--- config.mk ---
export PLATFORM = sky130hd
export DESIGN_NAME = psdi_fir_stereo
export DESIGN_NICKNAME = d
export VERILOG_FILES = /design/src/rtl/psdi_fir_stereo.sv
export SDC_FILE = /design/constraint.sdc
export NUM_CORES = 2
export LEC_CHECK = 0
export BUFFER_PORTS_ARGS = -buffer_cell sky130_fd_sc_hd__buf_2
export CAP_MARGIN = 20
export CORE_ASPECT_RATIO = 1.1
export CORE_MARGIN = 2
export CORE_UTILIZATION = 60
export DETAILED_ROUTE_END_ITERATION = 10
export PLACE_DENSITY = 0.74
export SYNTH_ARGS = -nofsm -noshare
export SYNTH_HDL_FRONTEND = slang
export SYNTH_SLANG_ARGS = --single-unit
--- constraint.sdc ---
create_clock -name clock -period 64.2 [get_ports clock]
set_input_delay 6.42 -clock clock [delete_from_list [all_inputs] [get_ports clock]]
set_output_delay 6.42 -clock clock [all_outputs]
set_load 0.005 [all_outputs]
--- src/rtl/psdi_fir_stereo.sv ---
`default_nettype none
// ============================================================================
// Module   : psdi_fir_stereo
// Brief    : Stereo time-multiplexed FIR filter. One shared coefficient RAM
//            and one MAC per channel. Includes input conditioning (mute, swap,
//            bypass, delay-line clear), rounding, saturation and an overrun
//            flag.
// Revision : 1.0 - initial release
// ============================================================================
module psdi_fir_stereo #(
    parameter int DW    = 18,
    parameter int CW    = 8,
    parameter int AW    = 7,
    parameter int NTAPS = 32
) (
    input  logic                 clock,
    input  logic                 reset,
    input  logic [7:0]           switches,
    input  logic                 data_en,
    output logic [AW-1:0]        RAM_coefs_addr,
    input  logic signed [CW-1:0] RAM_coefs_dataout,
    input  logic signed [DW-1:0] left_in,
    input  logic signed [DW-1:0] right_in,
    output logic signed [DW-1:0] left_out,
    output logic signed [DW-1:0] right_out,
    output logic                 busy,
    output logic                 overrun
);

    localparam int c_KW   = $clog2(NTAPS);
    localparam int c_PW   = DW + CW;
    localparam int c_ACCW = DW + CW + $clog2(NTAPS);
    localparam int c_RW   = c_ACCW + 1;
    localparam logic signed [c_RW-1:0] c_RND    = c_RW'(1) << (CW - 2);
    localparam logic signed [c_RW-1:0] c_SAT_HI = (c_RW'(1) << (DW - 1)) - c_RW'(1);
    localparam logic signed [c_RW-1:0] c_SAT_LO = -(c_RW'(1) << (DW - 1));

    typedef enum logic [1:0] {
        S_IDLE  = 2'd0,
        S_FETCH = 2'd1,
        S_MAC   = 2'd2,
        S_ROUND = 2'd3
    } state_t;

    state_t                    r_state;
    logic [c_KW-1:0]           r_k;
    logic [AW-1:0]             r_addr;
    logic signed [c_ACCW-1:0]  r_acc_l;
    logic signed [c_ACCW-1:0]  r_acc_r;
    logic signed [DW-1:0]      r_out_l;
    logic signed [DW-1:0]      r_out_r;
    logic                      r_busy;
    logic                      r_ovr;
    logic signed [DW-1:0]      r_dl_l [NTAPS];
    logic signed [DW-1:0]      r_dl_r [NTAPS];

    logic signed [DW-1:0]      w_cond_l;
    logic signed [DW-1:0]      w_cond_r;
    logic signed [DW-1:0]      w_tap_l;
    logic signed [DW-1:0]      w_tap_r;
    logic signed [c_PW-1:0]    w_prod_l;
    logic signed [c_PW-1:0]    w_prod_r;
    logic                      w_unused_sw;

    // Mute wins over swap; each channel can independently take the other input
    assign w_cond_l = switches[0] ? '0 : (switches[2] ? right_in : left_in);
    assign w_cond_r = switches[1] ? '0 : (switches[3] ? left_in  : right_in);

    // Coefficient k (arriving this cycle) pairs with tap x[k] on both channels
    assign w_tap_l  = r_dl_l[r_k];
    assign w_tap_r  = r_dl_r[r_k];
    assign w_prod_l = c_PW'(w_tap_l) * c_PW'(RAM_coefs_dataout);
    assign w_prod_r = c_PW'(w_tap_r) * c_PW'(RAM_coefs_dataout);

    assign w_unused_sw = ^switches[6:5];

    // Round half up, then clamp into the DW-bit signed output range
    function automatic logic signed [DW-1:0] f_round_sat(input logic signed [c_ACCW-1:0] acc);
        logic signed [c_RW-1:0] v;
        v = (c_RW'(acc) + c_RND) >>> (CW - 1);
        if (v > c_SAT_HI) begin
            v = c_SAT_HI;
        end else if (v < c_SAT_LO) begin
            v = c_SAT_LO;
        end
        return v[DW-1:0];
    endfunction

    // Sequencer: accept sample, prefetch coefficient, accumulate, round
    always_ff @(posedge clock or posedge reset) begin
        if (reset) begin
            r_state <= S_IDLE;
            r_k     <= '0;
            r_addr  <= '0;
            r_acc_l <= '0;
            r_acc_r <= '0;
            r_out_l <= '0;
            r_out_r <= '0;
            r_busy  <= 1'b0;
            r_ovr   <= 1'b0;
        end else begin
            if (data_en && (r_state != S_IDLE)) begin
                r_ovr <= 1'b1;
            end
            case (r_state)
                S_IDLE: begin
                    if (data_en) begin
                        r_k     <= '0;
                        r_addr  <= '0;
                        r_acc_l <= '0;
                        r_acc_r <= '0;
                        if (switches[4]) begin
                            // Bypass: pass conditioned samples straight through
                            r_out_l <= w_cond_l;
                            r_out_r <= w_cond_r;
                        end else begin
                            r_busy  <= 1'b1;
                            r_state <= S_FETCH;
                        end
                    end
                end
                S_FETCH: begin
                    r_addr  <= AW'(1);
                    r_state <= S_MAC;
                end
                S_MAC: begin
                    r_acc_l <= r_acc_l + c_ACCW'(w_prod_l);
                    r_acc_r <= r_acc_r + c_ACCW'(w_prod_r);
                    r_addr  <= AW'(r_k) + AW'(2);
                    if (r_k == c_KW'(NTAPS - 1)) begin
                        r_state <= S_ROUND;
                    end else begin
                        r_k <= r_k + c_KW'(1);
                    end
                end
                S_ROUND: begin
                    r_out_l <= f_round_sat(r_acc_l);
                    r_out_r <= f_round_sat(r_acc_r);
                    r_addr  <= '0;
                    r_busy  <= 1'b0;
                    r_state <= S_IDLE;
                end
                default: begin
                    r_state <= S_IDLE;
                end
            endcase
        end
    end

    // Delay lines: shift on an accepted sample, clear on request while idle
    always_ff @(posedge clock or posedge reset) begin
        if (reset) begin
            for (int i = 0; i < NTAPS; i++) begin
                r_dl_l[i] <= '0;
                r_dl_r[i] <= '0;
            end
        end else if (r_state == S_IDLE) begin
            if (data_en) begin
                for (int i = 1; i < NTAPS; i++) begin
                    r_dl_l[i] <= switches[7] ? '0 : r_dl_l[i-1];
                    r_dl_r[i] <= switches[7] ? '0 : r_dl_r[i-1];
                end
                r_dl_l[0] <= w_cond_l;
                r_dl_r[0] <= w_cond_r;
            end else if (switches[7]) begin
                for (int i = 0; i < NTAPS; i++) begin
                    r_dl_l[i] <= '0;
                    r_dl_r[i] <= '0;
                end
            end
        end
    end

    assign RAM_coefs_addr = r_addr;
    assign left_out       = r_out_l;
    assign right_out      = r_out_r;
    assign busy           = r_busy;
    assign overrun        = r_ovr;

endmodule
`default_nettype wire

==> Implementation_results.wiki <==
{| class="wikitable"
! Metric !! Value
|-
| Area growth syn-to-layout || 8.36%
|-
| CTS tree || done
|-
| Adder and majority gate portion of the synthesized area || 12.2%
|-
| Power per standard cell area || 52.7 nW/um^2
|-
| Worst Tran Pin Value || 1.11 ns
|-
| Pins over their slew limit || 0
|-
| Final hold viol count || 0
|-
| CTS HTree Levels || 4
|-
| Count of different cell masters after synthesis || 72
|-
| Data arrival, critical path || 12.89 ns
|-
| Die Outline Area || 116000 sq um
|-
| Count of state elements after synthesis || 1265
|-
| Clock skew || 0.0280 ns
|-
| Post-layout worst setup margin || 51.91 ns
|-
| Cts-stage hold buffer count || 0
|-
| Post-Synth XOR/XNOR Area || 1.28%
|-
| Clock Sinks || 1265
|-
| Worst setup path startpoint || RAM_coefs_dataout[7]
|-
| Maximum fanout encountered on the critical timing path || 19
|-
| Critical path's top delay family || adder cells
|-
| Max Freq || 81.3 MHz
|-
| Number of logic stages on the critical path including buffering || 19
|-
| Post-synthesis sequential area ratio || 46.7%
|-
| Number of design rule violations left after detail routing || 0
|-
| WS Path Type || input pin to flip-flop
|-
| Post-CTS Resized || 0
|-
| Routed wire per std cell || 23.3 microns
|-
| Total global routing overflow || 0
|-
| Fraction of synthesized area in multiplexers || 11.1%
|-
| Area share of and/or/nand/nor cells after synthesis || 4.92%
|-
| Syn. warnings || 0
|-
| Final worst path period need || 12.29 ns
|-
| Maximum number of buffers from clock root to sink || 3
|-
| Number of DRC markers after the initial detailed-route iteration || 4531
|-
| TritonCTS buffer count || 131
|-
| Required time worst endpoint || 64.80 ns
|-
| Most used cell along the critical path || fa_1
|-
| Fin Setup TNS || 0 ns
|-
| Number of buffers added for setup after CTS || 0
|-
| Post-synth EDFFs || 0
|-
| Classification of the worst-slack hold path || flip-flop to flip-flop
|-
| Clk slew on worst S/H paths || 0.06 ns
|-
| Cell leakage power || 34.5 nW
|-
| Yosys top cell area share || 46.7%
|-
| Dominant combinational cell family by area after synthesis || compound AO/OA/AOI/OAI gates
|-
| Final weighted congestion in routability-driven placement || 0.902
|-
| Max-cap check violation count || 0
|-
| GR Util All Layers || 28.2%
|-
| Worst-case setup slack after placement || 51.30 ns
|-
| Number of filler cells placed in the layout || 8297
|-
| Setup repair after global routing missed its margin || no
|-
| Largest net degree at the start of global routing || 228
|-
| Number of input and output port buffers inserted || 96
|-
| Most frequent standard cell in the layout excluding fill and tap cells || dfrtp_1
|-
| Period utilization || 19.1%
|-
| Area occupied by multi-input gates || 33400 sq um
|-
| Number of global-route vias before repair || 45839
|-
| Slowest stage cell, crit path || fa_1
|-
| Biggest cell delay along the critical path || 0.58 ns
|-
| Net count, final || 5738
|-
| Count of mapped cells out of synthesis || 5349
|-
| Buffer cell driving the clock tree root || clkbuf_16
|-
| Synth Area in Compound Gates || 19.6%
|-
| Main synth FF type || dfrtp_1
|-
| Type of destination of the critical path || flip-flop
|-
| Number of routed nets with antenna violations || 0
|-
| Post-synthesis cell area || 67800 sq um
|-
| Asr flop ratio synth || 100%
|-
| Starting utilization of the core area || 60.4%
|-
| Crit path capture || r_acc_l[30]$_DFFE_PP0P_
|-
| Top-level port count || 100
|-
| Category of the worst setup path launch point || input pin
|-
| DIE WIDTH || 325 microns
|-
| Ratio of cells with drive above 1 in the final layout || 12.2%
|-
| Beginning of the worst register-to-register path || r_k[0]$_DFFE_PP0P_
|-
| Run status || finished clean
|-
| Leading cell types in the layout, fill and taps excluded || dfrtp_1 (1260), a22o_1 (1179), fa_1 (324)
|-
| Total area of sequential cells || 31700 sq um
|-
| Internal reg-to-reg setup slack || 53.84 ns
|-
| Clock insertion delay at the later pin of the skew report || 0.77 ns
|-
| Initial antenna violation count || 13
|-
| Worst path bufs/invs || 4
|-
| Cell Chain, Critical Path || buf_2 -> clkinv_1 -> buf_4 -> fa_1 -> inv_1 -> fa_1 -> fa_1 -> fa_1 -> fa_1 -> ha_1 -> nand2_1 -> o21ai_0 -> a21o_1 -> a2bb2oi_1 -> nand4b_1 -> a311oi_1 -> a211oi_1 -> xnor2_1 -> o21ai_0
|-
| Endpoint of the lowest-slack register-to-register path || r_acc_l[30]$_DFFE_PP0P_
|-
| Detailed-route via count || 45112
|-
| Wire length after detailed routing || 159 mm
|-
| Dpl hpwl || 100 mm
|-
| Std-Cell Core Area || 112000 sq um
|-
| Final Setup Violations || 0
|-
| Top cell type by total area after synthesis || dfrtp_1
|-
| Vias per cell || 6.62
|-
| Average instance area after synthesis || 12.7 sq um
|-
| Placement row count || 129
|-
| Number of nets produced by synthesis || 5873
|-
| VDD IR-drop max || 77.4 uV
|-
| Reg2reg path depth || 25
|-
| First-pass GRT wire length || 261 mm
|-
| Die span in y || 357 microns
|-
| Number of optimization iterations in the first detailed-route pass || 6
|-
| Worst slew margin || 25.7%
|-
| Cell types with the largest area share after synthesis || dfrtp_1 (47%), a22o_1 (15%), fa_1 (9.6%)
|}
per-layer routing:
layer | routed length (microns) | global-route usage, %
met5 | 98 | 0
met4 | 5310 | 10.1
met3 | 10100 | 4.79
met2 | 73200 | 42.4
met1 | 70400 | 41.9
worst min path at each step:
stage                                endpoint           startpoint  cells after the start  slack, ns
after detailed placement  overrun$_DFFE_PP0P_  overrun$_DFFE_PP0P_                      1       0.45
after floorplan           overrun$_DFFE_PP0P_  overrun$_DFFE_PP0P_                      1       0.45
final                     overrun$_DFFE_PP0P_  overrun$_DFFE_PP0P_                      1       0.46
after CTS                 overrun$_DFFE_PP0P_  overrun$_DFFE_PP0P_                      1       0.46
after global routing      overrun$_DFFE_PP0P_  overrun$_DFFE_PP0P_                      1       0.47
after global placement    overrun$_DFFE_PP0P_  overrun$_DFFE_PP0P_                      1       0.44
cell type report:
| cell class | count | share of cell area, % |
|---|---|---|
| multi-input combinational | 3363 | 45.4 |
| sequential | 1265 | 43.1 |
| clock buffer | 189 | 5.25 |
| tap | 1506 | 2.56 |
| timing repair buffer | 166 | 1.57 |
| inverter | 287 | 1.48 |
| clock inverter | 39 | 0.576 |
| antenna | 2 | 0.00681 |
where the power goes:
group	switching [mW]	leakage, nW	internal, mW
combinational	1.29	14.9	0.886
clock	0.319	2.09	0.438
sequential	0.0865	17.5	0.854
per-stage QoR:
step	area [sq um]	util (%)	hold WS [ns]	std cells	total power [mW]
2_1_floorplan	67800	-	0.451	5349	2.59
3_3_place_gp	69100	61.5	0.438	6582	3.05
3_5_place_dp	69100	61.5	0.446	6583	3.10
4_1_cts	73400	65.3	0.461	6811	3.88
5_1_grt	73500	65.4	0.471	6817	4.20
6_report	73500	65.4	0.460	6817	3.87
synth_stat cells (12+ instances only):
cell	number
a22o_1	1179
buf_2	36
buf_4	12
nor2_1	163
xnor2_1	71
nand2b_1	14
o221ai_1	41
clkbuf_1	357
inv_1	283
or3_1	19
ha_1	145
a21oi_1	113
buf_1	26
nand3_1	28
fa_1	324
a21o_1	30
nand2_1	220
nor3_1	46
and2_1	129
xor2_1	28
dfrtp_1	1265
mux2i_1	237
o21ai_0	154
nand4_1	13
o31a_1	24
o22ai_1	26
mux4_2	228
sequential cells by signal (all words and copies together) (netlist names), 5 cells and up:
register        cells
right_out          18
RAM_coefs_addr      6
left_out           18
r_dl_r            576
r_dl_l            576
r_k                 5
r_acc_l            31
r_acc_r            31
worst register-to-register path, stage by stage, from the launching register on:
cell and delay (ns):
dfrtp_4 1.00, buf_4 0.86, buf_12 0.63, buf_4 0.87
mux4_2 0.63, mux2i_1 0.14, o21ai_0 0.09, o31a_1 0.46
and2_1 0.28, fa_1 0.53, inv_1 0.05, fa_1 0.53
inv_1 0.05, fa_1 0.47, fa_1 0.52, fa_1 0.42
ha_1 0.38, nand2_1 0.07, o21ai_0 0.46, a21o_1 0.26
a2bb2oi_1 0.16, nand4b_1 0.27, a311oi_1 0.58, a211oi_1 0.21
xnor2_1 0.19, o21ai_0 0.09
cells by family (layout without fill, tap and decap cells):
| kind of cell | after synthesis | count (layout) |
|---|---|---|
| AND/OR/NAND/NOR | 683 | 683 |
| other | 1 | 3 |
| AO/OA/AOI/OAI | 1645 | 1645 |
| multiplexers | 466 | 466 |
| buffers and inverters | 721 | 681 |
| flip-flops | 1265 | 1265 |
| adder cells (fa/ha/maj) | 469 | 469 |
| XOR/XNOR | 99 | 99 |
(Power assumes the default switching activity.)
